$ cat src/rtl/seq_detect_pkg.sv
// Shared types and helpers for the programmable serial pattern detector.
package seq_detect_pkg;

  localparam int MAX_LEN = 8;
  localparam int CNT_W   = 8;
  localparam int TO_W    = 16;
  localparam int LEN_W   = $clog2(MAX_LEN + 1);

  typedef enum logic [1:0] {
    IDLE,
    ARMED,
    DONE
  } state_t;

  // Ones in the low `len` bit positions; selects the live part of pattern/history.
  function automatic logic [MAX_LEN-1:0] len_mask(input logic [LEN_W-1:0] len);
    logic [MAX_LEN-1:0] m;
    m = '0;
    for (int i = 0; i < MAX_LEN; i++) begin
      if (i < int'(len)) m[i] = 1'b1;
    end
    return m;
  endfunction

endpackage

$ cat src/rtl/seq_match_core.sv
// History shift register with saturating fill count and masked pattern compare.
module seq_match_core
  import seq_detect_pkg::*;
(
  input  logic               clk,
  input  logic               rst,
  input  logic               clr,
  input  logic               shift_en,
  input  logic               x,
  input  logic [MAX_LEN-1:0] pattern,
  input  logic [LEN_W-1:0]   len,
  output logic               hit
);

  logic [MAX_LEN-1:0] history;
  logic [MAX_LEN-1:0] hist_next;
  logic [LEN_W-1:0]   fill;
  logic [LEN_W-1:0]   fill_next;

  assign hist_next = {history[MAX_LEN-2:0], x};
  assign fill_next = (fill == LEN_W'(MAX_LEN)) ? fill : fill + 1'b1;
  assign hit       = shift_en && (fill_next >= len) &&
                     (((hist_next ^ pattern) & len_mask(len)) == '0);

  // NOTE: sequential state uses non-blocking assignments so every register
  // samples pre-edge values regardless of statement order.
  always_ff @(posedge clk or posedge rst) begin
    if (rst) begin
      history <= '0;
      fill    <= '0;
    end else if (clr) begin
      history <= '0;
      fill    <= '0;
    end else if (shift_en) begin
      history <= hist_next;
      // Non-overlapping: a match consumes its bits, the next one needs a fresh fill.
      fill    <= hit ? '0 : fill_next;
    end
  end

endmodule

$ cat src/rtl/seq_detect_ctrl.sv
// Run controller: config capture, arm/run/done sequencing, match and timeout counting.
module seq_detect_ctrl #(
  parameter int MAX_LEN = seq_detect_pkg::MAX_LEN,
  parameter int CNT_W   = seq_detect_pkg::CNT_W,
  parameter int TO_W    = seq_detect_pkg::TO_W
) (
  input  logic                         clk,
  input  logic                         rst,
  input  logic                         cfg_valid,
  output logic                         cfg_ready,
  input  logic [MAX_LEN-1:0]           cfg_pattern,
  input  logic [$clog2(MAX_LEN+1)-1:0] cfg_len,
  input  logic [CNT_W-1:0]             cfg_target,
  input  logic [TO_W-1:0]              cfg_timeout,
  input  logic                         start,
  input  logic                         abort,
  input  logic                         x_valid,
  input  logic                         x,
  output logic                         z,
  output logic [CNT_W-1:0]             match_cnt,
  output logic                         busy,
  output logic                         done,
  output logic                         timed_out,
  output logic                         cfg_err
);
  import seq_detect_pkg::*;

  localparam int LW = $clog2(MAX_LEN + 1);

  state_t             state, state_next;
  logic [MAX_LEN-1:0] pat_q;
  logic [LW-1:0]      len_q;
  logic [CNT_W-1:0]   tgt_q;
  logic [TO_W-1:0]    to_q;
  logic [TO_W-1:0]    to_cnt;
  logic [TO_W-1:0]    to_next;
  logic               target_hit, to_expire, timeout_evt;
  logic               start_arm, start_done, shift_en, hit;

  assign cfg_ready = (state == IDLE);
  assign busy      = (state == ARMED);
  assign done      = (state == DONE);
  assign cfg_err   = (len_q == '0) || (len_q > LW'(MAX_LEN));

  assign target_hit  = (match_cnt == tgt_q);
  assign to_next     = to_cnt + 1'b1;
  assign to_expire   = (to_q != '0) && (to_next == to_q);
  // Once the target is met the run only waits one cycle to report done; no further bits count.
  assign shift_en    = busy && x_valid && !abort && !target_hit;
  assign timeout_evt = busy && !abort && !target_hit && to_expire && !hit;

  seq_match_core u_core (
    .clk     (clk),
    .rst     (rst),
    .clr     (start_arm),
    .shift_en(shift_en),
    .x       (x),
    .pattern (pat_q),
    .len     (len_q),
    .hit     (hit)
  );

  // NOTE: every always_comb output gets a default first so no path infers a latch.
  always_comb begin
    state_next = state;
    start_arm  = 1'b0;
    start_done = 1'b0;
    case (state)
      IDLE: begin
        if (start && !cfg_err) begin
          if (tgt_q != '0) begin
            state_next = ARMED;
            start_arm  = 1'b1;
          end else begin
            state_next = DONE;
            start_done = 1'b1;
          end
        end
      end
      ARMED: begin
        if (abort)            state_next = IDLE;
        else if (target_hit)  state_next = DONE;
        else if (timeout_evt) state_next = DONE;
      end
      DONE:    state_next = IDLE;
      default: state_next = IDLE;
    endcase
  end

  always_ff @(posedge clk or posedge rst) begin
    if (rst) begin
      state     <= IDLE;
      pat_q     <= '0;
      len_q     <= '0;
      tgt_q     <= '0;
      to_q      <= '0;
      to_cnt    <= '0;
      match_cnt <= '0;
      z         <= 1'b0;
      timed_out <= 1'b0;
    end else begin
      state <= state_next;
      z     <= hit;
      // Start in the same cycle still sees the old config; the new one lands here.
      if (cfg_ready && cfg_valid) begin
        pat_q <= cfg_pattern;
        len_q <= cfg_len;
        tgt_q <= cfg_target;
        to_q  <= cfg_timeout;
      end
      if (start_arm || start_done) begin
        match_cnt <= '0;
        to_cnt    <= '0;
        timed_out <= 1'b0;
      end else if (busy && !abort) begin
        if (hit) begin
          match_cnt <= match_cnt + 1'b1;
          to_cnt    <= '0;
        end else if (to_q != '0) begin
          to_cnt <= to_next;
        end
        if (timeout_evt) timed_out <= 1'b1;
      end
    end
  end

endmodule

$ cat config.mk
export PLATFORM = sky130hd
export DESIGN_NAME = seq_detect_ctrl
export DESIGN_NICKNAME = d
export VERILOG_FILES = /design/src/rtl/seq_detect_pkg.sv /design/src/rtl/seq_match_core.sv /design/src/rtl/seq_detect_ctrl.sv
export SDC_FILE = /design/constraint.sdc
export NUM_CORES = 1
export LEC_CHECK = 0
export ABC_AREA = 1
export CAP_MARGIN = 30
export CORE_MARGIN = 1
export CORE_UTILIZATION = 55
export CTS_BUF_LIST = sky130_fd_sc_hd__clkbuf_2 sky130_fd_sc_hd__clkbuf_4 sky130_fd_sc_hd__clkbuf_8
export DETAILED_ROUTE_END_ITERATION = 12
export GPL_TIMING_DRIVEN = 0
export PLACE_DENSITY_LB_ADDON = 0.05
export SETUP_SLACK_MARGIN = 0.1
export SLEW_MARGIN = 20
export SYNTH_ARGS = -nofsm -noshare
export SYNTH_HDL_FRONTEND = slang
export SYNTH_HIERARCHICAL = 1
export SYNTH_SLANG_ARGS = --single-unit
$ cat constraint.sdc
create_clock -name clk -period 4.97 [get_ports clk]
set_clock_uncertainty 0.2 [all_clocks]
set_input_delay 0.7455 -clock clk [delete_from_list [all_inputs] [get_ports clk]]
set_output_delay 0.7455 -clock clk [all_outputs]
set_load 0.02 [all_outputs]
==> results of run 1 <==
-- path summary, 6_finish.rpt --
kind	from	end	slack, ps
hold reg to reg	pat_q[1]	pat_q[1]	330
max in group asynchronous	rst	state[1]	3500
setup reg to reg	u_core/fill[0]	to_cnt[4]	1810
min in group asynchronous	rst	to_q[5]	540
hold / removal	pat_q[1]	pat_q[1]	330
setup / recovery	abort	to_cnt[4]	1660
-- logic make-up (layout without fill, tap and decap cells) --
| group | after synthesis | after routing | synth area share, % |
|---|---|---|---|
| AOI/OAI and AO/OA | 61 | 61 | 7.777 |
| muxes | 20 | 20 | 5.184 |
| xor gates and xnor gates | 14 | 14 | 3.485 |
| adders and majority gates | 8 | 8 | 2.304 |
| and+or+nand+nor | 292 | 292 | 29.41 |
| buffers and inverters | 97 | 170 | 8.640 |
| DFF | 75 | 75 | 43.20 |
-- power groups by stage --
stage | sequential, mW | clock [mW] | combinational, mW
after floorplan | 0.966 | 0 | 0.719
after global placement | 1.00 | 0 | 0.977
after detailed placement | 1.01 | 0 | 1.01
after CTS | 0.996 | 0.496 | 1.01
after global routing | 1.03 | 0.522 | 1.15
final | 1.00 | 0.486 | 1.01
-- layer usage --
layer,vias to the layer above,GRT usage [%]
met2,98,41.86
met4,0,9.392
met5,-,0
met3,17,3.956
li1,1947,-
met1,1788,38.52
-- synthesized netlist by cell type --
cell type,number,area share [%]
a21oi_1,20,2.3
a21oi_2,3,0.60
buf_2,3,0.35
buf_4,2,0.35
clkbuf_1,3,0.26
clkinv_1,1,0.086
dfrtp_1,75,43
ha_1,8,2.3
inv_1,86,7.4
inv_2,2,0.17
mux2_2,20,5.2
nand2_1,155,13
nand2_2,3,0.43
nand3_1,42,4.8
nand3_2,4,0.92
nand3b_1,2,0.35
nand4_1,10,1.4
nor2_1,56,4.8
nor2_2,9,1.3
nor2_4,4,1.0
nor3_1,5,0.58
nor4_1,2,0.29
o21ai_0,20,2.3
o21ai_1,3,0.35
o21ai_2,1,0.20
o22ai_1,14,2.0
xnor2_1,6,1.2
xnor3_1,1,0.52
xor2_1,6,1.2
xor3_1,1,0.55
-- area by class of cell --
| type | count | area [sq um] |
|---|---|---|
| Buffer | 8 | 41.29 |
| Clock buffer | 14 | 167.7 |
| Clock inverter | 2 | 35.03 |
| Fill cell | 658 | 2422 |
| Inverter | 89 | 336.6 |
| Multi-Input combinational cell | 395 | 2092 |
| Sequential cell | 75 | 1877 |
| Tap cell | 102 | 127.6 |
| Timing Repair Buffer | 57 | 588.1 |
-- stage by stage --
stage | hold WS (ps) | util [%]
final | 333.2 | 68.49
after global routing | 352.8 | 68.49
after CTS | 340.3 | 68.49
after detailed placement | 322.4 | 65.85
after global placement | 295.5 | 65.46
after floorplan | 269.4 | -
-- sequential cells by signal, summed over array words and instances (netlist names), 2 cells and up --
register,count
to_cnt,16
u_core/history,7
len_q,4
tgt_q,8
state,2
u_core/fill,4
match_cnt,8
pat_q,8
to_q,16
==> results.md, run 1 <==
- Outcome: completed
- Max incr delay on CP: around 400 ps
- Maxcap violations: 0
- Root Buffer: clkbuf_8
- Least-Margin Pin Slew: 653.3 ps
- GP Congestion: 0.8914
- Commonest non-fill, non-tap cells in the layout: 155 x nand2_1, 85 x inv_1, 75 x dfrtp_1
- Setup Fix Bufs, Post-CTS: 0
- Slew Viols, Final: 0
- M1 WL: 5064 um
- F_max: 302.5 MHz
- CTS resizes: 0
- Met2 WL: about 4600 um
- Synth Area per Inst: around 7.7 sq um
- H-tree depth: 3
- Post-route ant nets: 0
- FF+latch count, synth: 75
- Largest net degree at the start of global routing: 47
- IR drop worst, VDD: 0.0002978 V
- Post-DP Area: 5062 sq um
- Crit Path Max Fanout: 10
- TritonCTS Buffers: 9
- Synthesized Nets: between 600 and 700
- Required time of the critical path: between 4000 and 5000 ps
- CP cell instances: clkdlybuf4s50_1, nor3_1, nand2_1, nor2_1, nand2_1, nor2_2, nand3_2, inv_1, inv_1, o21ai_2, inv_1, nand2_1, buf_4, o22ai_1
- Relative slew slack: between 50% and 60%
- WL per Instance: about 14 um
- Tightest Hold Check Type: flip-flop to flip-flop
- Final TNS setup: 0 ps
- Buf/Inv on CP: 5
- Switch share: 40.15%
- Io pins: 57
- Clock slew at reported path FFs: 70 ps
- Clk sinks: 75
- Total Die Area: around 8300 sq um
- Met3 Wirelength: ~450 um
- CTS Hold Buffers Added: 0
- R2R depth: 20
- Tot GR Track Use: 26.93%
- Ys Warns: 6
- Switching power: 1.001 mW
- PD cells: 473.7 nW/um^2
- Core outline area: 7687 sq um
- Crit. End Element: flip-flop
- Worst setup margin: 1664 ps
- Initial DRC Count: 218
- Post-Synthesis Cells: 567
- Mapped cell area: 4344 sq um
- Max Used Layer: met4
- Place WS: 1292 ps
- IO buf count: 56
- Fin. Hold Viols: 0
- WHS Path Cells: 1
- N_diodes: 0
- Final period utilization: 66.52%
- Post-layout power: 2.494 mW
- Row count: 32
- DR DRC count: 0
- Fin area: roughly 5300 sq um
- DP Cell Count: 726
- Vias: around 3900
- CP delay by family, top: simple AND/OR/NAND/NOR gates
- Combinational Power Share: 40.4%
- Post-DP HPWL: 7773 um
- Initial core utilization: a little under three fifths
- Seq/Total Area, Yosys: 43.20%
- Final min period: 3306 ps
- First-pass GRT wire length: 17490 um
- CTS tree: yes
- Initial antenna violation count: 0
- Nets: around 690
- WP data arrival: between 3000 and 4000 ps
- Number of global-route vias before repair: 3772
- Overflow after GRT: 0
- Critical Path Source Type: input port
- Chip Width: 90.88 um
- Unrepaired setup endpoints after global routing: no
- Area Overhead vs Synth: 21.20%
- Setup-failing EPs final: 0
- Clock network fraction of design power: about a fifth
- Chip Height: about 91 um
- Cell internal power dissipation: 1.493 mW
- Ratio of cells with drive above 1 in the final layout: between 10 and 15%
- Worst skew pair latency: 340 ps
- WL final: 10350 um
- Crit path depth: 14
- Commonest non-fill, non-tap cell in the layout: nand2_1
- Pleak: 2.503 nW
- Detailed-router iteration count before antenna repair: 5
- Synth unique cells: 30
- Slowest-stage cell, CP: clkdlybuf4s50_1
- Drt via density: between 5 and 6
- Seq pwr share: between 40 and 50%
- CTS max path bufs: 2
- Non-filler cells, final: 742
- Critical path type: input port to flip-flop
Note: power is estimated with default switching activity, not from simulation.
==> run 2, diff against run 1 <==
- CORE_UTILIZATION: 55 -> 52
- clock period: 4.97 -> 2.8 ns (I/O delays scaled with it)
==> run 2 against run 1 <==
The run now ends with negative setup slack left. Critical endpoint is now state[0]. Critical path depth rose by 12. Non-clock buffer count rose by 17. Largest cell class unchanged. Largest power group unchanged. Core utilization rose by 2.7 points. Final cell count rose by 2.3%. Routed wire length rose by 4.6%. First-iteration DRC count fell by 6.9%. Clock power rose by 100%.
==> results.md, run 2 (synthesis gave the netlist of run 1 again) <==
- N_diodes: 0 (unchanged)
- Row count: 32 (unchanged)
- CTS max path bufs: 2 (unchanged)
- Top cell by count, worst path: nand2_1
- Slew Viols, Final: 0 (unchanged)
- First-pass GRT wire length: 17970 um (+2.8%)
- PD cells: 869.0 nW/um^2 (+83%)
- CTS Hold Buffers Added: 0 (unchanged)
- Final min period: 2894 ps
- Commonest non-fill, non-tap cell in the layout: nand2_1
- Vias: 3985 (+3.5%)
- Outcome: finished, violations left
- Relative slew slack: 53.28% (-3.2 points)
- Hold WS: 138.1 ps (-195.1 ps)
- Post-DP Area: 5062 sq um (unchanged)
- IO buf count: 56 (unchanged)
- Reg-to-Reg End: state[0]
- TritonCTS Buffers: 9 (unchanged)
- Max incr delay on CP: 420 ps (+20 ps)
- Worst setup margin: -94.46 ps (-1758 ps)
- Core outline area: 7888 sq um (+2.6%)
- Io pins: 57 (unchanged)
- Tightest Hold Check Type: input port to async pin
- Detailed-router iteration count before antenna repair: 7 (+2)
- Total Die Area: 8724 sq um (+5.6%)
- Initial antenna violation count: 0 (unchanged)
- Overflow after GRT: 0 (unchanged)
- WL final: 10820 um (+4.6%)
- Clock slew at reported path FFs: 80 ps (about the same)
- WL per Instance: 14.25 um (+2.2%)
- Violated checks: negative setup slack
- Root Buffer: clkbuf_8
- F_max: 345.5 MHz
- Nets: 703 (+2.5%)
- Number of global-route vias before repair: 3925 (+4.1%)
- Crit Path Max Fanout: 3 (-7)
- Initial core utilization: 55.08% (-1.4 points)
- Commonest non-fill, non-tap cells in the layout: 151 x nand2_1, 79 x inv_1, 75 x dfrtp_1
- Setup-failing EPs final: 18 (+18)
- Chip Height: 93.40 um (+2.8%)
- Core Util, Final: 71.15% (+2.7 points)
- Chip Width: 93.40 um (+2.8%)
- GP Congestion: 0.9456 (+6.1%)
- Fin area: 5612 sq um (+6.6%)
- Maxcap violations: 0 (unchanged)
- Ratio of cells with drive above 1 in the final layout: 17.35% (+6.6 points)
- R2R depth: 26 (+30%)
- Final period utilization: 103.4%
- Crit. End Element: flip-flop
- Post-DP HPWL: 7821 um (+0.62%)
- Slowest-stage cell, CP: dfrtp_1
- Largest regs: to_cnt x16, to_q x16
- Buf/Inv on CP: 4 (-1)
- H-tree depth: 3 (unchanged)
- Critical path type: flip-flop to flip-flop
- DR DRC count: 0 (unchanged)
- Clk sinks: 75 (unchanged)
- Post-route ant nets: 0 (unchanged)
- Initial DRC Count: 203 (-6.9%)
- Required time of the critical path: 2840 ps (-2140 ps)
- Fin. Hold Viols: 0 (unchanged)
- Tot GR Track Use: 27.00% (+0.076 points)
- IR drop worst, VDD: 0.0004984 V (+67%)
- Worst R2R Setup Slack: -90 ps (-1900 ps)
- Least-Margin Pin Slew: 700.9 ps (+47.60 ps)
- CTS tree: yes
- Worst skew pair latency: 360 ps (+20 ps)
- Critical register-to-register path startpoint: u_core/fill[0]
- Unrepaired setup endpoints after global routing: yes
- Pleak: 2.642 nW (+5.6%)
- Critical Path Source Type: flip-flop
- WP data arrival: 2940 ps (-380 ps)
- Drt via density: 5.250 (+1.2%)
- Area Overhead vs Synth: 29.18%
- CP delay by family, top: simple AND/OR/NAND/NOR gates
- Largest net degree at the start of global routing: 57 (+21%)
run 2: changes by cell type in the layout (fill, tap and decap cells not counted), sizes merged:
cell / delta
buf: +17
bufinv: +1
clkbuf: -2
clkinvlp: +1
run 2: how the worst max path moves through the flow:
| stage | slack, ps | end | startpoint | depth (start not counted) |
|---|---|---|---|---|
| 2_1_floorplan | 130 | state[0] | u_core/fill[0] | 26 |
| 3_3_place_gp | -710 | match_cnt[2] | rst | 2 |
| 5_1_grt | -360 | state[0] | u_core/fill[0] | 26 |
| 3_5_place_dp | -540 | to_cnt[9] | abort | 14 |
| 6_report | -90 | state[0] | u_core/fill[0] | 26 |
| 4_1_cts | -140 | state[0] | u_core/fill[1] | 26 |
run 2: power by group:
part           total (mW)  switching, mW  internal [mW]
Combinational        2.13           1.18          0.945
Sequential           1.78          0.355           1.42
Clock               0.973          0.414          0.559
Total                4.88           1.95           2.93
run 2: per-stage QoR:
stage	cells	setup TNS, ps	power [mW]	setup slack (ps)
after global placement	725	-55000	3.508	-711.0
after floorplan	567	0	2.991	125.9
after global routing	759	-6472	5.241	-360.5
after detailed placement	726	-11040	3.574	-538.6
final	759	-836.2	4.877	-94.46
after CTS	759	-1325	4.799	-138.9
run 2: cell type report:
cell class	instances	area, sq um
Inverter	89	341.6
Timing Repair Buffer	74	738.2
Buffer	8	55.05
Clock buffer	12	158.9
Clock inverter	4	72.57
Multi-Input combinational cell	395	2241
Fill cell	628	2276
Sequential cell	75	1877
Tap cell	102	127.6
run 2: metal layers:
layer / share of wire, % / GRT usage, %
met1: 46 / 35.94
met5: 0 / 0
met2: 47 / 44.00
met4: 2.1 / 10.90
met3: 5.0 / 4.228
run 2: repair_timing:
action / CTS / global route
pin swaps: 7 / 6
gates resized for setup: 39 / 18
buffers inserted: 16 / 0
cloned: 1 / 0
setup endpoints to repair: 27 / 27
endpoints found under the hold margin: 0 / 0
==> run 3, diff against run 2 <==
- GPL_TIMING_DRIVEN: 0 -> unset
- TNS_END_PERCENT: unset -> 5
==> run 3 against run 2 <==
The flow still finishes with violations (negative setup slack). Sequential cell count stayed put. Die area unchanged. Global-route usage fell by 1.5 points. Sequential power hardly changed. Non-clock buffer count fell by 9. Sequential share of layout area increased by 1.1 points. First-iteration DRC count is 17% lower. Worst hold slack gained 60 ps. Clock power up 18%. Highest routed layer unchanged. Count of clock-buffer cells in the layout is the same. Total power shrank 1.1%. Critical path depth did not move.
==> results.md, run 3 (synthesis gave the netlist of run 1 again) <==
- Pleak: 2.593 nW (-1.8%)
- Root Buffer: clkbuf_8
- CTS tree: yes
- WP data arrival: 2870 ps (-70 ps)
- Maxcap violations: 0 (unchanged)
- Clock slew at reported path FFs: 80 ps (about the same)
- Core outline area: 7888 sq um (unchanged)
- Top cell by count, worst path: nand2_1
- Commonest non-fill, non-tap cells in the layout: 152 x nand2_1, 84 x inv_1, 75 x dfrtp_1
- Post-route ant nets: 0 (unchanged)
- Total Die Area: 8724 sq um (unchanged)
- DR DRC count: 0 (unchanged)
- Slew Viols, Final: 0 (unchanged)
- Worst skew pair latency: 350 ps (about the same)
- F_max: 352.2 MHz (+2.0%)
- Fin. Hold Viols: 0 (unchanged)
- H-tree depth: 3 (unchanged)
- Largest regs: to_cnt x16, to_q x16
- Number of global-route vias before repair: 3849 (-1.9%)
- Least-Margin Pin Slew: 610.9 ps (-89.99 ps)
- WL final: 10380 um (-4.1%)
- PD cells: 886.6 nW/um^2 (+2.0%)
- Post-DP HPWL: 7889 um (+0.87%)
- Critical Path Source Type: flip-flop
- Detailed-router iteration count before antenna repair: 5 (-2)
- Vias: 3835 (-3.8%)
- Setup-failing EPs final: 3 (-15)
- Initial antenna violation count: 0 (unchanged)
- IO buf count: 56 (unchanged)
- GP Congestion: 0.8773 (-7.2%)
- Max incr delay on CP: 380 ps (-40 ps)
- Post-layout power: 4.823 mW (-1.1%)
- CTS max path bufs: 2 (unchanged)
- Crit Path Max Fanout: 3 (unchanged)
- WL per Instance: 13.84 um (-2.9%)
- IR drop worst, VDD: 0.0005349 V (+7.3%)
- Chip Height: 93.40 um (unchanged)
- First-pass GRT wire length: 17350 um (-3.5%)
- Clk sinks: 75 (unchanged)
- Slowest-stage cell, CP: dfrtp_1
- Initial DRC Count: 169 (-17%)
- Largest net degree at the start of global routing: 50 (-12%)
- Crit. End Element: flip-flop
- CTS Hold Buffers Added: 0 (unchanged)
- Commonest non-fill, non-tap cell in the layout: nand2_1
- Tightest Hold Check Type: input port to async pin
- Outcome: finished, violations left
- Unrepaired setup endpoints after global routing: yes
- Critical path type: flip-flop to flip-flop
- Io pins: 57 (unchanged)
- Ratio of cells with drive above 1 in the final layout: 13.12% (-4.2 points)
- Row count: 32 (unchanged)
- Nets: 694 (-1.3%)
- Initial core utilization: 55.08% (unchanged)
- Drt via density: 5.113 (-2.6%)
- Final min period: 2839 ps (-55.48 ps)
- Worst setup margin: -38.98 ps (+55.48 ps)
- Overflow after GRT: 0 (unchanged)
- Required time of the critical path: 2830 ps (about the same)
- Relative slew slack: 59.13% (+5.8 points)
- Non-filler cells, final: 750 (-1.2%)
- Violated checks: negative setup slack
- DP Cell Count: 734 (+1.1%)
- Chip Width: 93.40 um (unchanged)
- Tot GR Track Use: 25.53% (-1.5 points)
- N_diodes: 0 (unchanged)
- TritonCTS Buffers: 9 (unchanged)
- Area Overhead vs Synth: 25.23%
- Final period utilization: 101.4% (-2.0 points)
## run 3: layout make-up
type / count / area, sq um
Clock buffer: 12 / 158.9
Clock inverter: 4 / 120.1
Fill cell: 642 / 2447
Inverter: 89 / 334.1
Multi-Input combinational cell: 395 / 2102
Sequential cell: 75 / 1877
Tap cell: 102 / 127.6
Timing Repair Buffer: 73 / 720.7
## run 3: final timing paths
kind / from / endpoint / slack (ps) / cells after the start
setup / recovery: u_core/fill[0] / state[0] / -40 / 26
hold / removal: rst / to_cnt[8] / 200 / 2
setup reg to reg: u_core/fill[0] / state[0] / -40 / 26
hold reg to reg: pat_q[3] / pat_q[3] / 340 / 1
max in group asynchronous: rst / to_cnt[1] / 1600 / 3
min in group clk: pat_q[3] / pat_q[3] / 340 / 1
## run 3: metal layers
metal | up-vias | track usage (%) | share of wire [%]
met5 | - | 0 | 0
met4 | 0 | 5.769 | 1.0
met3 | 10 | 5.691 | 3.8
met2 | 81 | 41.91 | 47
met1 | 1786 | 34.43 | 48
li1 | 1958 | - | -
## run 3: power by group
group          internal (mW)  switching (mW)
clock network          0.742           0.406
registers               1.42           0.358
logic                  0.835            1.06
## run 3: worst max-delay path, delay by kind of cell (launching register included)
family                   cells  cell delay, ps
AO/OA/AOI/OAI                1              60
flip-flops                   1             380
AND/OR/NAND/NOR             18            1220
buffers and inverters        4             240
adder cells (fa/ha/maj)      2             430
XOR/XNOR                     1             200
## run 3: repair_timing
item	CTS	global route
buffers inserted	0	0
gates cloned	0	0
setup endpoints to repair	4	26
pin swaps	2	2
gates resized for setup	2	4
## run 3: per-stage QoR
stage	area [sq um]	util, %	setup TNS, ps	hold slack (ps)	worst slack (ps)
2_1_floorplan	4344	-	0	72.44	125.9
3_3_place_gp	5146	65.24	0	289.4	112.1
3_5_place_dp	5146	65.24	-17.83	311.3	-17.83
4_1_cts	5429	68.83	-38.60	208.8	-33.51
5_1_grt	5440	68.97	-1717	211.3	-362.6
6_report	5440	68.97	-45.53	198.0	-38.98
